[src/rtl/conv_window_ctrl.sv]
// conv_window_ctrl: frame sequencer for the 3x3 sliding-window line buffer.
// Streams one IMG_W x IMG_H frame into the line buffer, clears the buffer at
// frame start and tags only fully populated windows for the downstream MAC.
module conv_window_ctrl #(
    parameter int unsigned DATA_W = 8,
    parameter int unsigned IMG_W  = 8,
    parameter int unsigned IMG_H  = 8,
    parameter int unsigned CNT_W  = 16
) (
    input  logic              clk,
    input  logic              rst,
    input  logic              start,
    input  logic              abort,
    input  logic              s_valid,
    output logic              s_ready,
    input  logic [DATA_W-1:0] s_data,
    input  logic              m_ready,
    output logic              lb_rst,
    output logic              lb_in_valid,
    output logic [DATA_W-1:0] lb_pixel,
    output logic              win_valid,
    output logic [CNT_W-1:0]  win_row,
    output logic [CNT_W-1:0]  win_col,
    output logic              busy,
    output logic              frame_done
);

    localparam logic [2:0] S_IDLE  = 3'd0;
    localparam logic [2:0] S_CLEAR = 3'd1;
    localparam logic [2:0] S_RUN   = 3'd2;
    localparam logic [2:0] S_DRAIN = 3'd3;
    localparam logic [2:0] S_DONE  = 3'd4;

    localparam logic [CNT_W-1:0] COL_LAST = CNT_W'(IMG_W - 1);
    localparam logic [CNT_W-1:0] ROW_LAST = CNT_W'(IMG_H - 1);
    // A 3x3 window is complete once two full rows/columns precede the pixel.
    localparam logic [CNT_W-1:0] WIN_EDGE = CNT_W'(2);

    logic [2:0]       state_q, state_d;
    logic [CNT_W-1:0] row_q, row_d;
    logic [CNT_W-1:0] col_q, col_d;
    logic             lb_rst_q, lb_rst_d;
    logic             win_valid_q, win_valid_d;
    logic [CNT_W-1:0] win_row_q, win_row_d;
    logic [CNT_W-1:0] win_col_q, win_col_d;
    logic             xfer;

    // Next-state, counter, window-tag and pixel pass-through decode.
    always_comb begin
        state_d     = state_q;
        row_d       = row_q;
        col_d       = col_q;
        lb_rst_d    = 1'b0;
        win_valid_d = 1'b0;
        win_row_d   = win_row_q;
        win_col_d   = win_col_q;
        s_ready     = 1'b0;
        lb_in_valid = 1'b0;
        lb_pixel    = '0;
        xfer        = 1'b0;

        if (abort) begin
            // Abandon the frame; the source is not handshaked in this cycle.
            state_d   = S_IDLE;
            row_d     = '0;
            col_d     = '0;
            lb_rst_d  = 1'b1;
            win_row_d = '0;
            win_col_d = '0;
        end else begin
            case (state_q)
                S_IDLE: begin
                    if (start) begin
                        state_d  = S_CLEAR;
                        lb_rst_d = 1'b1;
                    end
                end
                S_CLEAR: begin
                    row_d   = '0;
                    col_d   = '0;
                    state_d = S_RUN;
                end
                S_RUN: begin
                    s_ready = m_ready;
                    xfer    = s_valid & m_ready;
                    if (xfer) begin
                        lb_in_valid = 1'b1;
                        lb_pixel    = s_data;
                        if ((row_q >= WIN_EDGE) && (col_q >= WIN_EDGE)) begin
                            win_valid_d = 1'b1;
                            win_row_d   = row_q - WIN_EDGE;
                            win_col_d   = col_q - WIN_EDGE;
                        end
                        if (col_q == COL_LAST) begin
                            if (row_q == ROW_LAST) begin
                                // Counters park on the last pixel until the next CLEAR.
                                state_d = S_DRAIN;
                            end else begin
                                col_d = '0;
                                row_d = row_q + CNT_W'(1);
                            end
                        end else begin
                            col_d = col_q + CNT_W'(1);
                        end
                    end
                end
                S_DRAIN: state_d = S_DONE;
                S_DONE:  state_d = S_IDLE;
                default: state_d = S_IDLE;
            endcase
        end
    end

    // State, counters and registered window tag.
    always_ff @(posedge clk) begin
        if (rst) begin
            state_q     <= S_IDLE;
            row_q       <= '0;
            col_q       <= '0;
            lb_rst_q    <= 1'b0;
            win_valid_q <= 1'b0;
            win_row_q   <= '0;
            win_col_q   <= '0;
        end else begin
            state_q     <= state_d;
            row_q       <= row_d;
            col_q       <= col_d;
            lb_rst_q    <= lb_rst_d;
            win_valid_q <= win_valid_d;
            win_row_q   <= win_row_d;
            win_col_q   <= win_col_d;
        end
    end

    assign lb_rst     = lb_rst_q;
    assign win_valid  = win_valid_q;
    assign win_row    = win_row_q;
    assign win_col    = win_col_q;
    assign busy       = (state_q != S_IDLE);
    assign frame_done = (state_q == S_DONE);

endmodule

[config.mk]
export PLATFORM = sky130hd
export DESIGN_NAME = conv_window_ctrl
export DESIGN_NICKNAME = d
export VERILOG_FILES = /design/src/rtl/conv_window_ctrl.sv
export SDC_FILE = /design/constraint.sdc
export NUM_CORES = 1
export LEC_CHECK = 0
export ABC_AREA = 1
export BUFFER_PORTS_ARGS = -buffer_cell sky130_fd_sc_hd__buf_2
export CORE_ASPECT_RATIO = 1.4
export CORE_MARGIN = 5
export CORE_UTILIZATION = 40
export DETAILED_ROUTE_END_ITERATION = 10
export HOLD_SLACK_MARGIN = 0.1
export PLACE_DENSITY = 0.57
export RECOVER_POWER = 50
export SLEW_MARGIN = 0
export SYNTH_ARGS = -nofsm -noshare
export SYNTH_HDL_FRONTEND = slang
export SYNTH_SLANG_ARGS = --single-unit
[constraint.sdc]
create_clock -name clk -period 4.7 [get_ports clk]
set_clock_uncertainty 0.05 [all_clocks]
set_input_delay 0.94 -clock clk [delete_from_list [all_inputs] [get_ports clk]]
set_output_delay 0.94 -clock clk [all_outputs]
set_load 0.005 [all_outputs]
## Yosys cells after proc, flatten, opt, wreduce, memory -nomap -nowiden

Index checks and enable logic that the tools add are counted.

- Reductions and logical operators: 10
- Mux-type cells: 25
- Bitwise operators: 3
- $add $sub $neg: 4
- Multipliers: 0
- Shift operators: 0
- Div/mod/pow operators: 0
- Equality and inequality tests: 12
- $lt $le $gt $ge: 2

Operators with widths:

| cell | count |
|---|---|
| 16-bit two-way mux | 6 |
| 16-bit case mux with 2 select lines | 2 |
| 16-bit by 1-bit adder with 16-bit output (second input constant) | 2 |
| 16-bit by 3-bit == test with 1-bit output (second input constant) | 2 |
| 16-bit by 2-bit greater-or-equal comparator with 1-bit output (second input constant) | 2 |
| 16-bit by 2-bit subtractor with 16-bit output (second input constant) | 2 |
| 8-bit two-way mux | 3 |
| 3-bit two-way mux | 4 |
| 3-bit case mux with 4 select lines | 1 |
| 2-bit inequality test (second input constant) | 5 |
| 1-bit two-way mux | 9 |
| 4-bit AND reduction | 2 |
| 3-bit by 2-bit == test with 1-bit output (second input constant) | 2 |
| 3-bit AND reduction | 2 |
| 4-bit OR reduction | 1 |
| 3-bit by 1-bit == test with 1-bit output (second input constant) | 1 |
| 3-bit == test (second input constant) | 1 |
| 3-bit logical NOT | 1 |
| 3-bit inequality test (second input constant) | 1 |
| 3-bit nonzero test | 1 |
| 1-bit inverter | 2 |
| 2-bit nonzero test | 1 |
| 2-bit OR reduction | 1 |
| 1-bit bitwise AND | 1 |
| 1-bit logical AND | 1 |

- RAM bits: 0
- Output and inout port bits: 46
- Memories kept: 0
- ROM bits: 0
- Input bits: 14
- Register bits: 69
- Bits in latches: 0
- Word-level logic and storage cells: 63

## Longest topological paths before layout

Gate-level depths: netlist of the first run.

- Depth after elaboration: 5
- Gate-level depth with buffers: 12

## Least setup slack after synthesis of the first run

OpenSTA, ideal clock, no wires.

- Kind: in2out
- Start point: in s_valid
- End point: out lb_pixel[0]
- Path buffers: 0
- Path slack: 2.096 ns
- Cell stages on the path: 6
- Required time: 3.710 ns
- Data arrival time: 1.614 ns
- Path through: nand2_1 inv_1 nand2_1 nor2_1 inv_1 nor2_1

- Cells in the longest elaborated chain, start to end: 4

RTL lines:

| what | line | text |
|---|---|---|
| start, declared | 14 | `input logic s_valid,` |
| 1-bit bitwise AND | 85 | `xfer = s_valid & m_ready;` |
| 8-bit two-way mux | 86 | `if (xfer) begin` |
| 8-bit two-way mux | 71 | `case (state_q)` |
| 8-bit two-way mux | 62 | `if (abort) begin` |
| end, declared | 20 | `output logic [DATA_W-1:0] lb_pixel,` |

No other way between the ends.

## Final worst setup path of the first run

- Start point: reg state_q[0]
- End point: out lb_pixel[4]

- Cells in the longest elaborated chain, start to end: 3

RTL lines:

| what | line | text |
|---|---|---|
| start, declared | 39 | `logic [2:0] state_q, state_d;` |
| start signal, assigned | 125 | `state_q <= state_d;` |
| 3-bit by 2-bit == test with 1-bit output | 71 |  |
| 8-bit two-way mux | 71 |  |
| 8-bit two-way mux | 62 |  |

No other way between the ends.

==> results.py, run 1 <==
metrics = {
    "outcome": {
        "status": "finished clean",
    },
    "logic_synthesis": {
        "synthesis.area_sq_mm": 0.00443,
        "yosys_most_used_dff": "dfxtp_1",
        "yosys_register_bits": 69,
        "yosys_warnings": 0,
        "ys_seq_area_share_pct": 31.2,
        "synth_edf_count": 0,
        "ys_types": 37,
        "netlist_instances": 651,
        "syn_nets": 673,
        "postSynth.asyncResetShare_pct": 0,
        "syn_area_per_cell_sq_um": 6.81,
    },
    "setup_path": {
        "crit_start": "state_q[0]",
        "critPathArrivalTime_ps": 2250,
        "crit_type": "reg -> out",
        "rrSetupSlack_ps": 2080,
        "max_stage_delay_ps": 620,
        "slowest_stage": "nor2_1",
        "cp_cell_sequence": "inv_1 -> nand2_1 -> nor2_1 -> nand2_1 -> nor2_1 -> inv_1 -> nor2_1 -> buf_2",
        "crit_fanout": 11,
        "setup.worst_path.end_class": "output pin",
        "startpoint_type": "flop",
        "cp.required_ps": 3710,
        "crit_path_frequent_cell": "nor2_1",
        "cp.buffers_inverters": 3,
        "r2r_start": "state_q[0]",
        "crit_family": "simple AND/OR/NAND/NOR gates",
    },
    "floorplanning": {
        "dieArea_sq_mm": 0.0133,
        "die_w_um": 99.0,
        "start_util_pct": 40.8,
        "core_sq_mm": 0.0109,
        "boundaryPins": 60,
        "row_count": 45,
        "die_y_um": 135,
    },
    "placement": {
        "place_congestion": 0.919,
        "portBuffers": 59,
        "placed_area_sq_mm": 0.00465,
        "dpl.hpwl_um": 8460,
    },
    "run": {
        "cap_violations": 0,
    },
    "sta": {
        "finalHoldViolations": 0,
        "tns_ps": 0,
        "relSlewSlack_pct": 30.7,
        "fmax_mhz": 309,
        "final.min_clock_period_ps": 3240,
        "finalSetupViolations": 0,
        "worst_hold_slack_ps": 400,
        "worst_pin_slew_ps": 1040,
        "rsz0062_at_grt": "no",
        "finalCritPeriodShare_pct": 68.8,
        "slew_violations": 0,
    },
    "finish": {
        "stdcell_area_sq_mm": 0.00487,
        "area_delta_synth_final_pct": 9.85,
        "nets": 710,
        "n_fill_cell": 1172,
        "drive_above_1_share_pct": 17.2,
        "antenna_cells": 0,
    },
    "grt": {
        "grt_max_degree": 34,
        "grtUsageTotal_pct": 17.9,
        "overflow": 0,
        "antenna_found_initial": 0,
        "grt_pass1_vias": 4052,
        "grt_pass1_wl_um": 19300,
    },
    "worst_hold_path": {
        "min-delay-start": "win_row[3]",
        "min_path_type": "reg -> reg",
    },
    "cts": {
        "post_cts_resized": 0,
        "post-cts-setup-buffer-count": 0,
        "cts.sinks": 69,
        "clkTransAtPathRegs_ps": 50,
        "clk_latency_ps": 340,
        "root_buffer": "clkbuf_16",
        "cts_inserted_buffers": 9,
        "ctsHoldBuffers": 0,
        "cts_tree": "built",
        "cts_max_level": 3,
        "clockBufferDepth": 2,
    },
    "drt": {
        "routedWlPerCell_um": 13.9,
        "drt-pass1-iter-count": 4,
        "routed_wirelength_um": 11600,
        "drcViolationCount": 0,
        "routed_via_density": 4.94,
        "drt_iter0_markers": 179,
        "dr_total_vias": 4121,
        "ant_nets": 0,
    },
    "pwr": {
        "vdd_drop_max_mv": 0.170,
        "power_mw": 1.30,
        "leakage_nw": 2.04,
        "powerDensity_mw_per_mm2": 267,
    },
}
==> area by class of cell <==
type	instances	area, sq um	area share [%]
sequential	69	1380	28.4
clock buffer	11	253	5.19
tap	141	176	3.62
timing repair buffer	60	279	5.73
clock inverter	5	35.0	0.719
multi-input combinational	481	2490	51.2
inverter	67	251	5.16
==> Yosys cell counts, drive strengths merged (4+ instances only) <==
cell | n | area share [%]
nor3 | 9 | 1.1
clkbuf | 4 | 0.34
nand2 | 157 | 15
nand3 | 45 | 5.5
buf | 30 | 5.8
ha | 8 | 2.3
o21ai | 28 | 3.2
dfxtp | 69 | 31
inv | 66 | 5.6
nor2 | 139 | 14
nand4 | 10 | 1.6
xor2 | 26 | 5.1
a21oi | 43 | 6.2
xnor2 | 7 | 1.4
==> final timing paths <==
kind,to,cells past startpoint
hold reg to reg,win_row[3],2
hold / removal,win_row[3],2
setup / recovery,lb_pixel[4],8
setup reg to reg,win_row[15],7
==> sequential cells by signal (all words and copies together), names as in the netlist <==
name	count
col_q	16
lb_rst	1
row_q	16
state_q	3
win_col	16
win_row	16
win_valid	1
==> metrics by stage <==
step,util (%),worst slack [ps],std cells
2_1_floorplan,-,2100,651
3_3_place_gp,42.8,1900,818
3_5_place_dp,42.8,1830,818
4_1_cts,45.4,1700,834
5_1_grt,44.8,1240,834
6_report,44.8,1460,834
==> metal layers <==
layer	up-vias	part of all wire (%)	global-route usage, %
met3	24	2.7	3.26
li1	2113	-	-
met1	1921	40	19.4
met5	-	0	0
met4	0	2.8	7.82
met2	63	54	33.6
==> worst min-delay path, cell delays in order (launching register included) <==
cell and delay [ps]:
dfxtp_1 310, inv_1 50, a21oi_1 50
==> logic make-up (layout without fill, tap and decap cells) <==
logic type                 count (synthesis)  after routing  synth area share, %
AOI/OAI and AO/OA                         72             72                 9.62
xor gates and xnor gates                  33             33                 6.52
DFF                                       69             69                 31.2
buffers and inverters                    101            143                 11.8
adders and majority gates                  8              8                 2.26
and+or+nand+nor                          368            368                 38.7
==> placed cells by master, fill, tap and decap left out, drive strengths merged, types with 9 or more instances in the layout <==
master and n:
nor2 139, clkbuf 30, inv 66, a21oi 43
buf 41, nor3 9, dfxtp 69, o21ai 28
nand2 157, nand4 10, xor2 26, nand3 45
==> where the power goes <==
group	total (mW)	internal [mW]	switching, mW
sequential	0.588	0.587	0.00115
combinational	0.0588	0.0144	0.0444
clock	0.654	0.386	0.269
Power figures use the tool's default switching activity.
==> run 2, diff against run 1 <==
==> constraint.sdc (replaced) <==
create_clock -name clk -period 3.1 [get_ports clk]
set_clock_uncertainty 0.05 [all_clocks]
set_input_delay 0.62 -clock clk [delete_from_list [all_inputs] [get_ports clk]]
set_output_delay 0.62 -clock clk [all_outputs]
set_load 0.005 [all_outputs]
==> run 2 against run 1 <==
First-iteration DRC count shrank 23%. Design area up 0.44%. Wire length about the same. Register-to-register slack worse by 1400 ps. Power is 57% higher. Critical path type unchanged.
==> results.py, run 2 (same netlist as run 1, synthesis figures left out) <==
metrics = {
    "placement": {
        "portBuffers": 59,
        "place_inst": 819,
        "place_congestion": 0.893,
        "dp_slack_ps": 778,
        "dpl.hpwl_um": 8370,
    },
    "sta": {
        "finalSetupViolations": 0,
        "fin_ws_ps": 418,
        "rsz0062_at_grt": "no",
        "tns_ps": 0,
        "finalHoldViolations": 0,
        "worst_pin_slew_ps": 1190,
        "slew_violations": 0,
        "fmax_mhz": 373,
        "final.min_clock_period_ps": 2680,
        "relSlewSlack_pct": 20.9,
        "finalCritPeriodShare_pct": 86.5,
    },
    "setup_path": {
        "worst_r2r_path_depth": 9,
        "startpoint_type": "flop",
        "rrSetupSlack_ps": 700,
        "crit_start": "state_q[0]",
        "r2r_start": "row_q[0]",
        "critPathArrivalTime_ps": 2010,
        "timing.rr.end": "row_q[14]",
        "setup.worst_path.end_class": "output pin",
        "crit_type": "reg -> out",
        "crit_fanout": 11,
        "cp.required_ps": 2430,
        "crit_path_end": "lb_pixel[1]",
    },
    "pwr": {
        "vdd_drop_max_mv": 0.253,
        "leakage_nw": 2.03,
        "power_mw": 2.04,
        "powerDensity_mw_per_mm2": 417,
    },
    "cts": {
        "cts_tree": "built",
        "cts.sinks": 69,
        "cts_inserted_buffers": 9,
        "ctsHoldBuffers": 0,
        "clkTransAtPathRegs_ps": 60,
        "post_cts_resized": 0,
        "root_buffer": "clkbuf_16",
        "post-cts-setup-buffer-count": 0,
        "cts_max_level": 3,
        "clockBufferDepth": 2,
        "clk_latency_ps": 340,
    },
    "floorplanning": {
        "boundaryPins": 60,
        "die_w_um": 99.0,
        "die_y_um": 135,
        "start_util_pct": 40.8,
        "dieArea_sq_mm": 0.0133,
        "row_count": 45,
        "core_sq_mm": 0.0109,
    },
    "drt": {
        "routed_via_density": 4.89,
        "dr_total_vias": 4082,
        "drt_iter0_markers": 137,
        "routedWlPerCell_um": 13.9,
        "ant_nets": 0,
        "drt-pass1-iter-count": 5,
        "drcViolationCount": 0,
        "routed_wirelength_um": 11600,
    },
    "finish": {
        "final_cell_mix": "nand2_1, nor2_1, dfxtp_1, inv_1, nand3_1",
        "final_util_pct": 45.0,
        "final_common_cell": "nand2_1",
        "antenna_cells": 0,
        "nets": 711,
        "area_delta_synth_final_pct": 10.3,
        "n_fill_cell": 1180,
        "drive_above_1_share_pct": 17.1,
        "final_cells": 835,
    },
    "outcome": {
        "status": "finished clean",
    },
    "grt": {
        "grt_pass1_wl_um": 19600,
        "grt_pass1_vias": 4073,
        "antenna_found_initial": 0,
        "overflow": 0,
        "grt_max_degree": 41,
        "grtUsageTotal_pct": 18.1,
    },
    "run": {
        "cap_violations": 0,
    },
    "worst_hold_path": {
        "min_path_type": "reg -> reg",
    },
}
run 2: final cells by class:
class,count,area [sq um],area share [%]
Multi-Input combinational cell,481,2500,51.1
Sequential cell,69,1380,28.2
Timing Repair Buffer,61,283,5.78
Inverter,67,251,5.14
Clock buffer,10,239,4.88
Tap cell,141,176,3.61
Clock inverter,6,62.6,1.28
run 2: worst min-delay path by stage:
stage | cells after the start | slack, ps | start | to
floorplan | 2 | 390 | win_row[3] | win_row[3]
detailed placement | 2 | 390 | win_col[6] | win_col[6]
global placement | 2 | 380 | win_row[3] | win_row[3]
global route | 2 | 420 | rst | lb_rst
finish | 2 | 410 | win_col[4] | win_col[4]
CTS | 2 | 410 | win_row[3] | win_row[3]
run 2: stage by stage:
step	hold slack, ps	area [sq um]
after floorplan	387	4430
after global placement	385	4650
after detailed placement	394	4650
after CTS	409	4950
after global routing	424	4890
final	407	4890
run 2: routing by layer:
metal / vias up / GRT usage, % / routed length, um
li1: 2109 / - / -
met1: 1894 / 19.4 / 4650
met2: 57 / 34.3 / 6370
met3: 22 / 2.53 / 286
met4: 0 / 8.73 / 289
met5: - / 0 / 0
run 2: critical path, cell delays in order (launching register included):
cell	delay, ps
dfxtp_1	310
inv_1	90
nand2_1	110
nor2_2	420
nand2_1	200
nor2_1	170
inv_1	140
nor2_1	110
buf_2	120
run 2: where the power goes:
part           internal, mW  leakage, nW  total [mW]  switching, mW
logic                0.0219         1.33      0.0883         0.0664
registers             0.889        0.556       0.891        0.00178
clock network         0.641        0.140        1.06          0.417
total                  1.55         2.03        2.04          0.485
